--- src/rtl/mem_pkg.sv ---
// rtl/mem_pkg.sv - shared types and limits for the multi-cycle memory responder
package mem_pkg;

    typedef enum logic [1:0] {
        IDLE = 2'd0,
        WAIT = 2'd1,
        DONE = 2'd2
    } mem_state_t;

    localparam int MEM_MAX_LATENCY = 15;
    localparam int MEM_CNT_W       = 4;

endpackage

--- src/rtl/mem_responder_if.sv ---
// rtl/mem_responder_if.sv - processor memory port bundle between initiator and responder
interface mem_responder_if #(
    parameter int WIDTH = 8
);

    logic             memread;
    logic             memwrite;
    logic [WIDTH-1:0] adr;
    logic [WIDTH-1:0] writedata;
    logic [WIDTH-1:0] memdata;
    logic             ready;
    logic             err;

    modport master (
        output memread,
        output memwrite,
        output adr,
        output writedata,
        input  memdata,
        input  ready,
        input  err
    );

    modport slave (
        input  memread,
        input  memwrite,
        input  adr,
        input  writedata,
        output memdata,
        output ready,
        output err
    );

endinterface

--- src/rtl/mem_array.sv ---
// rtl/mem_array.sv - single-port word array, synchronous write and combinational read
module mem_array #(
    parameter int WIDTH = 8
) (
    input  logic             clk,
    input  logic             we,
    input  logic [WIDTH-1:0] a,
    input  logic [WIDTH-1:0] d,
    output logic [WIDTH-1:0] q
);

    // Contents are intentionally left unreset; they are undefined until written.
    logic [WIDTH-1:0] mem [0:(1 << WIDTH) - 1];

    always_ff @(posedge clk) begin
        if (we) begin
            mem[a] <= d;
        end
    end

    assign q = mem[a];

endmodule

--- src/rtl/mem_responder.sv ---
// rtl/mem_responder.sv - fixed-latency memory responder with one-cycle ready pulse
module mem_responder
    import mem_pkg::*;
#(
    parameter int WIDTH   = 8,
    parameter int LATENCY = 2
) (
    input  logic            clk,
    input  logic            reset,
    mem_responder_if.slave  bus
);

    if (LATENCY < 1 || LATENCY > MEM_MAX_LATENCY) begin : g_latency_check
        $fatal(1, "mem_responder: LATENCY %0d outside 1..%0d", LATENCY, MEM_MAX_LATENCY);
    end

    localparam logic [MEM_CNT_W-1:0] CNT_LOAD = MEM_CNT_W'(LATENCY - 1);
    localparam logic [MEM_CNT_W-1:0] CNT_LAST = MEM_CNT_W'(1);

    mem_state_t           state;
    logic [MEM_CNT_W-1:0] cnt;
    logic [WIDTH-1:0]     lat_adr;
    logic [WIDTH-1:0]     lat_wd;
    logic                 lat_wr;
    logic [WIDTH-1:0]     memdata_r;
    logic                 ready_r;
    logic                 err_r;
    logic                 array_we;
    logic [WIDTH-1:0]     array_q;

    // The array is only touched on the DONE edge, so a reset that drops the
    // state back to IDLE mid-transaction can never commit the pending write.
    assign array_we = (state == DONE) && lat_wr;

    mem_array #(
        .WIDTH (WIDTH)
    ) u_array (
        .clk (clk),
        .we  (array_we),
        .a   (lat_adr),
        .d   (lat_wd),
        .q   (array_q)
    );

    always_ff @(posedge clk or negedge reset) begin
        if (!reset) begin
            state     <= IDLE;
            cnt       <= '0;
            lat_adr   <= '0;
            lat_wd    <= '0;
            lat_wr    <= 1'b0;
            memdata_r <= '0;
            ready_r   <= 1'b0;
            err_r     <= 1'b0;
        end else begin
            ready_r <= 1'b0;
            case (state)
                IDLE: begin
                    if (bus.memread || bus.memwrite) begin
                        lat_adr <= bus.adr;
                        lat_wd  <= bus.writedata;
                        lat_wr  <= bus.memwrite;
                        if (bus.memread && bus.memwrite) begin
                            err_r <= 1'b1;
                        end
                        cnt   <= CNT_LOAD;
                        state <= (LATENCY == 1) ? DONE : WAIT;
                    end
                end
                WAIT: begin
                    cnt <= cnt - 1'b1;
                    if (cnt == CNT_LAST) begin
                        state <= DONE;
                    end
                end
                DONE: begin
                    // Completion edge: commit or load memdata and raise ready together,
                    // so ready is seen exactly LATENCY edges after acceptance.
                    ready_r <= 1'b1;
                    if (!lat_wr) begin
                        memdata_r <= array_q;
                    end
                    state <= IDLE;
                end
                default: begin
                    state <= IDLE;
                end
            endcase
        end
    end

    assign bus.memdata = memdata_r;
    assign bus.ready   = ready_r;
    assign bus.err     = err_r;

endmodule

--- src/flat_wrapper.sv ---
// flat-port wrapper written by rule: the top's interface ports become plain ports
module mem_responder_flat import mem_pkg::*;
#(
    parameter int WIDTH   = 8,
    parameter int LATENCY = 2
)
  (clk, reset, bus_memread, bus_memwrite, bus_adr, bus_writedata, bus_memdata, bus_ready, bus_err);
  mem_responder_if #(.WIDTH(WIDTH)) bus_i ();
  input  logic clk;
  input  logic reset;
  input wire logic [$bits(bus_i.memread)-1:0] bus_memread;
  input wire logic [$bits(bus_i.memwrite)-1:0] bus_memwrite;
  input wire logic [$bits(bus_i.adr)-1:0] bus_adr;
  input wire logic [$bits(bus_i.writedata)-1:0] bus_writedata;
  output wire logic [$bits(bus_i.memdata)-1:0] bus_memdata;
  output wire logic [$bits(bus_i.ready)-1:0] bus_ready;
  output wire logic [$bits(bus_i.err)-1:0] bus_err;
  assign bus_i.memread = bus_memread;
  assign bus_i.memwrite = bus_memwrite;
  assign bus_i.adr = bus_adr;
  assign bus_i.writedata = bus_writedata;
  assign bus_memdata = bus_i.memdata;
  assign bus_ready = bus_i.ready;
  assign bus_err = bus_i.err;
  mem_responder #(.WIDTH(WIDTH), .LATENCY(LATENCY)) u_core (.clk(clk), .reset(reset), .bus(bus_i));
endmodule
--- config.mk ---
export PLATFORM = sky130hd
export DESIGN_NAME = mem_responder_flat
export DESIGN_NICKNAME = d
export VERILOG_FILES = /design/src/rtl/mem_pkg.sv /design/src/rtl/mem_responder_if.sv /design/src/rtl/mem_array.sv /design/src/rtl/mem_responder.sv /design/src/flat_wrapper.sv
export SDC_FILE = /design/constraint.sdc
export NUM_CORES = 2
export LEC_CHECK = 0
export ABC_AREA = 1
export CAP_MARGIN = 15
export CELL_PAD_IN_SITES_DETAIL_PLACEMENT = 0
export CELL_PAD_IN_SITES_GLOBAL_PLACEMENT = 2
export CORE_MARGIN = 2
export CORE_UTILIZATION = 45
export DETAILED_ROUTE_END_ITERATION = 10
export PLACE_DENSITY_LB_ADDON = 0.1
export SYNTH_ARGS = -nofsm -noshare
export SYNTH_HDL_FRONTEND = slang
export SYNTH_SLANG_ARGS = --single-unit
--- constraint.sdc ---
create_clock -name clk -period 11.2 [get_ports clk]
set_input_delay 1.68 -clock clk [delete_from_list [all_inputs] [get_ports clk]]
set_output_delay 1.68 -clock clk [all_outputs]
set_load 0.05 [all_outputs]
==> run metrics <==
#FFs+latches synth=2081; Critical Path Start Type=register; drc violations=0; most frequent cell after synthesis=nand2_1; synth-to-layout area growth=10.6%; Post-synth EDFFs=2048; vias per cell=5.33; H-tree depth=4; placed cell areas=0.0873 sq mm; Detailed Routing Iterations Pass 1=6; net count after synthesis=7704; skew final=29.1 ps; Worst Tran Pin Value=1200 ps; Setup crit end=u_core.bus.memdata[6]; final net count=7627; initial antenna violation count=6; postcts setup bufs=0; gr usage total=26.4%; Hold Crit Depth=1; post-route setup slack=5960 ps; Largest stage delay, worst path=870 ps; Post-Synthesis Mean Instance Area=11.1 sq um; met3 usage=3.55%; critical path depth=16; asr flop ratio synth=1.59%; outcome=finished clean; GR Util met2=42.3%; vias post-DR=54800; antenna-violating nets left=0; Core Rows=159; Tmin final=5240 ps; Peak VDD IR=0.217 mV; Peak Freq=191 MHz; Unique masters post-synth=27; final wirelength=254 mm; Synth Flop Type=edfxtp_1; clock latency on the worst-skew pair=850 ps; vias in the first global route=52900; I/O pin cnt=30; post-CTS resize count=0; multi-input logic area=0.0204 sq mm; post-synth top area share=72.4%; TNS Setup=0 ps; worst r2r dst=u_core.bus.memdata[6]; initial core utilization=45.3%; layout cells sized above 1=5.32%; mean routed wirelength per cell=24.7 um; crit path max-delay cell type=buf_4; Slew Viols, Final=0; Seq/Total Area, Yosys=73.4%; final setup vio count=0; Core Area=0.188 sq mm; Root Buffer=clkbuf_16; clock sink count=2081; Pwr Density=267 mW/mm^2; Tcrit/Tclk final=46.8%; Clock transition at path regs=60 ps; fillers=16700; crit-path cells=inv_16 -> buf_4 -> buf_4 -> buf_4 -> nand2_1 -> a21oi_1 -> o21ai_1 -> nand2_1 -> nor2_1 -> nor2_1 -> nor2_1 -> nand2_1 -> nand2_1 -> nand2_1 -> nor2_1 -> nor2_1; Ys Warns=0; storage element area=0.0624 sq mm; dpl ws=5970 ps; chip height=438 um; largest net degree at the start of global routing=201; CP max FO=115; crit path from=u_core.lat_adr[0]; grt ovf=0; RePlAce Congestion=0.799; FF-to-FF Start=u_core.lat_adr[0]; clk buf depth=3; total CTS buffers=217; RSZ-0062 raised after global routing=false; DRT iter0 DRCs=5007; Crit path arrival time=6020 ps; Slew headroom=19.4%; Reg2Reg Depth=16; Fin. Hold Viols=0; IO Port Bufs=29; cell taking the most area after synthesis=edfxtp_1; fin util=50.0%; CP top delay family=buffers and inverters; Cells after Synth=7682; class of the worst hold path=reg -> reg; hold buffers post-CTS=0; Post-DP HPWL=140 mm; Area contributors post-synth=edfxtp_1 (72%), nand2_1 (17%), nor2_1 (2.7%), nand3_1 (2.2%), buf_2 (1.4%); CP bufs+invs=4; kind of critical path=reg -> reg; Final Power=25100 uW; post-synthesis instance area=0.0849 sq mm; CP endpoint kind=register; Worst Path Required=11970 ps; grt met1 use=38.0%; maxcap violations=0; commonest cells in the netlist=nand2_1 (3810), edfxtp_1 (2048), nor2_1 (605); Leakage Power=0.0350 uW; chip width=438 um; first-pass GRT wire length=370 mm; CTS tree=done; R2R Setup Slk=5960 ps; layer with the highest usage=met2; die footprint=0.192 sq mm; cell area after layout=0.0939 sq mm
power breakdown:
part	switching, uW	internal [uW]	total, uW
sequential	391	9720	10100
combinational	6450	1730	8170
clock	2970	3840	6810
flip-flops by register name (all words and copies together), names as in the netlist:
register            cells
u_core.lat_wd           8
u_core.u_array.mem   2048
u_core.state            2
u_core.bus.err          1
u_core.cnt              4
u_core.bus.ready        1
u_core.bus.memdata      8
u_core.lat_wr           1
u_core.lat_adr          8
worst register-to-register path: cells and delay by family, from the launching register on:
family | cells | cell delay (ps)
buf+inv | 4 | 3020
flops | 1 | 650
simple gates | 10 | 1250
compound gates | 2 | 260
cells in the final DEF (no fill, tap or decap), drive strengths merged:
cell	count
a31o	1
o2bb2ai	1
nand2	3810
nand4	155
diode	2
inv	65
nor2	608
a31oi	1
clkinvlp	2
or2	8
o21ai	88
nand3	376
nor4	1
edfxtp	2048
bufinv	8
clkbuf	299
dfrtp	33
clkinv	86
a21oi	68
buf	97
ha	2
clkdlybuf4s50	28
mux2i	1
per-layer routing:
layer  wire length [um]  vias up
met2             119000     1549
met3              14200      341
met1             114000    27300
li1                   -    25600
met4               6710        0
met5                  0        -
per-stage QoR:
step / hold WS [ps] / cells
after floorplan: 447 / 7682
after global placement: 451 / 9879
after detailed placement: 461 / 9880
after CTS: 477 / 10300
after global routing: 495 / 10300
final: 480 / 10300
layout make-up:
type | instances | share of cell area [%]
Sequential cell | 2081 | 66.4
Multi-Input combinational cell | 5120 | 21.7
Clock buffer | 299 | 6.29
Tap cell | 2495 | 3.32
Timing Repair Buffer | 125 | 1.20
Clock inverter | 101 | 0.734
Inverter | 60 | 0.271
Antenna cell | 2 | 0.00533
worst min-delay path by stage:
stage               slack, ps             from          endpoint
CTS                       480   u_core.bus.err    u_core.bus.err
global route              490   u_core.bus.err    u_core.bus.err
finish                    480   u_core.bus.err    u_core.bus.err
global placement          450   u_core.bus.err    u_core.bus.err
detailed placement        460   u_core.bus.err    u_core.bus.err
floorplan                 450  u_core.state[0]  u_core.bus.ready
cells by family (layout without fill, tap and decap cells):
kind of cell               Yosys count  count (layout)  share of synthesized area, %
other                                0               2                             0
DFF                               2081            2081                          73.4
adders and majority gates            2               2                        0.0295
buffers and inverters              481             585                          2.63
muxes                                1               1                        0.0118
and+or+nand+nor                   4958            4958                          23.0
AOI/OAI and AO/OA                  159             159                         0.948
(Power assumes the default switching activity.)
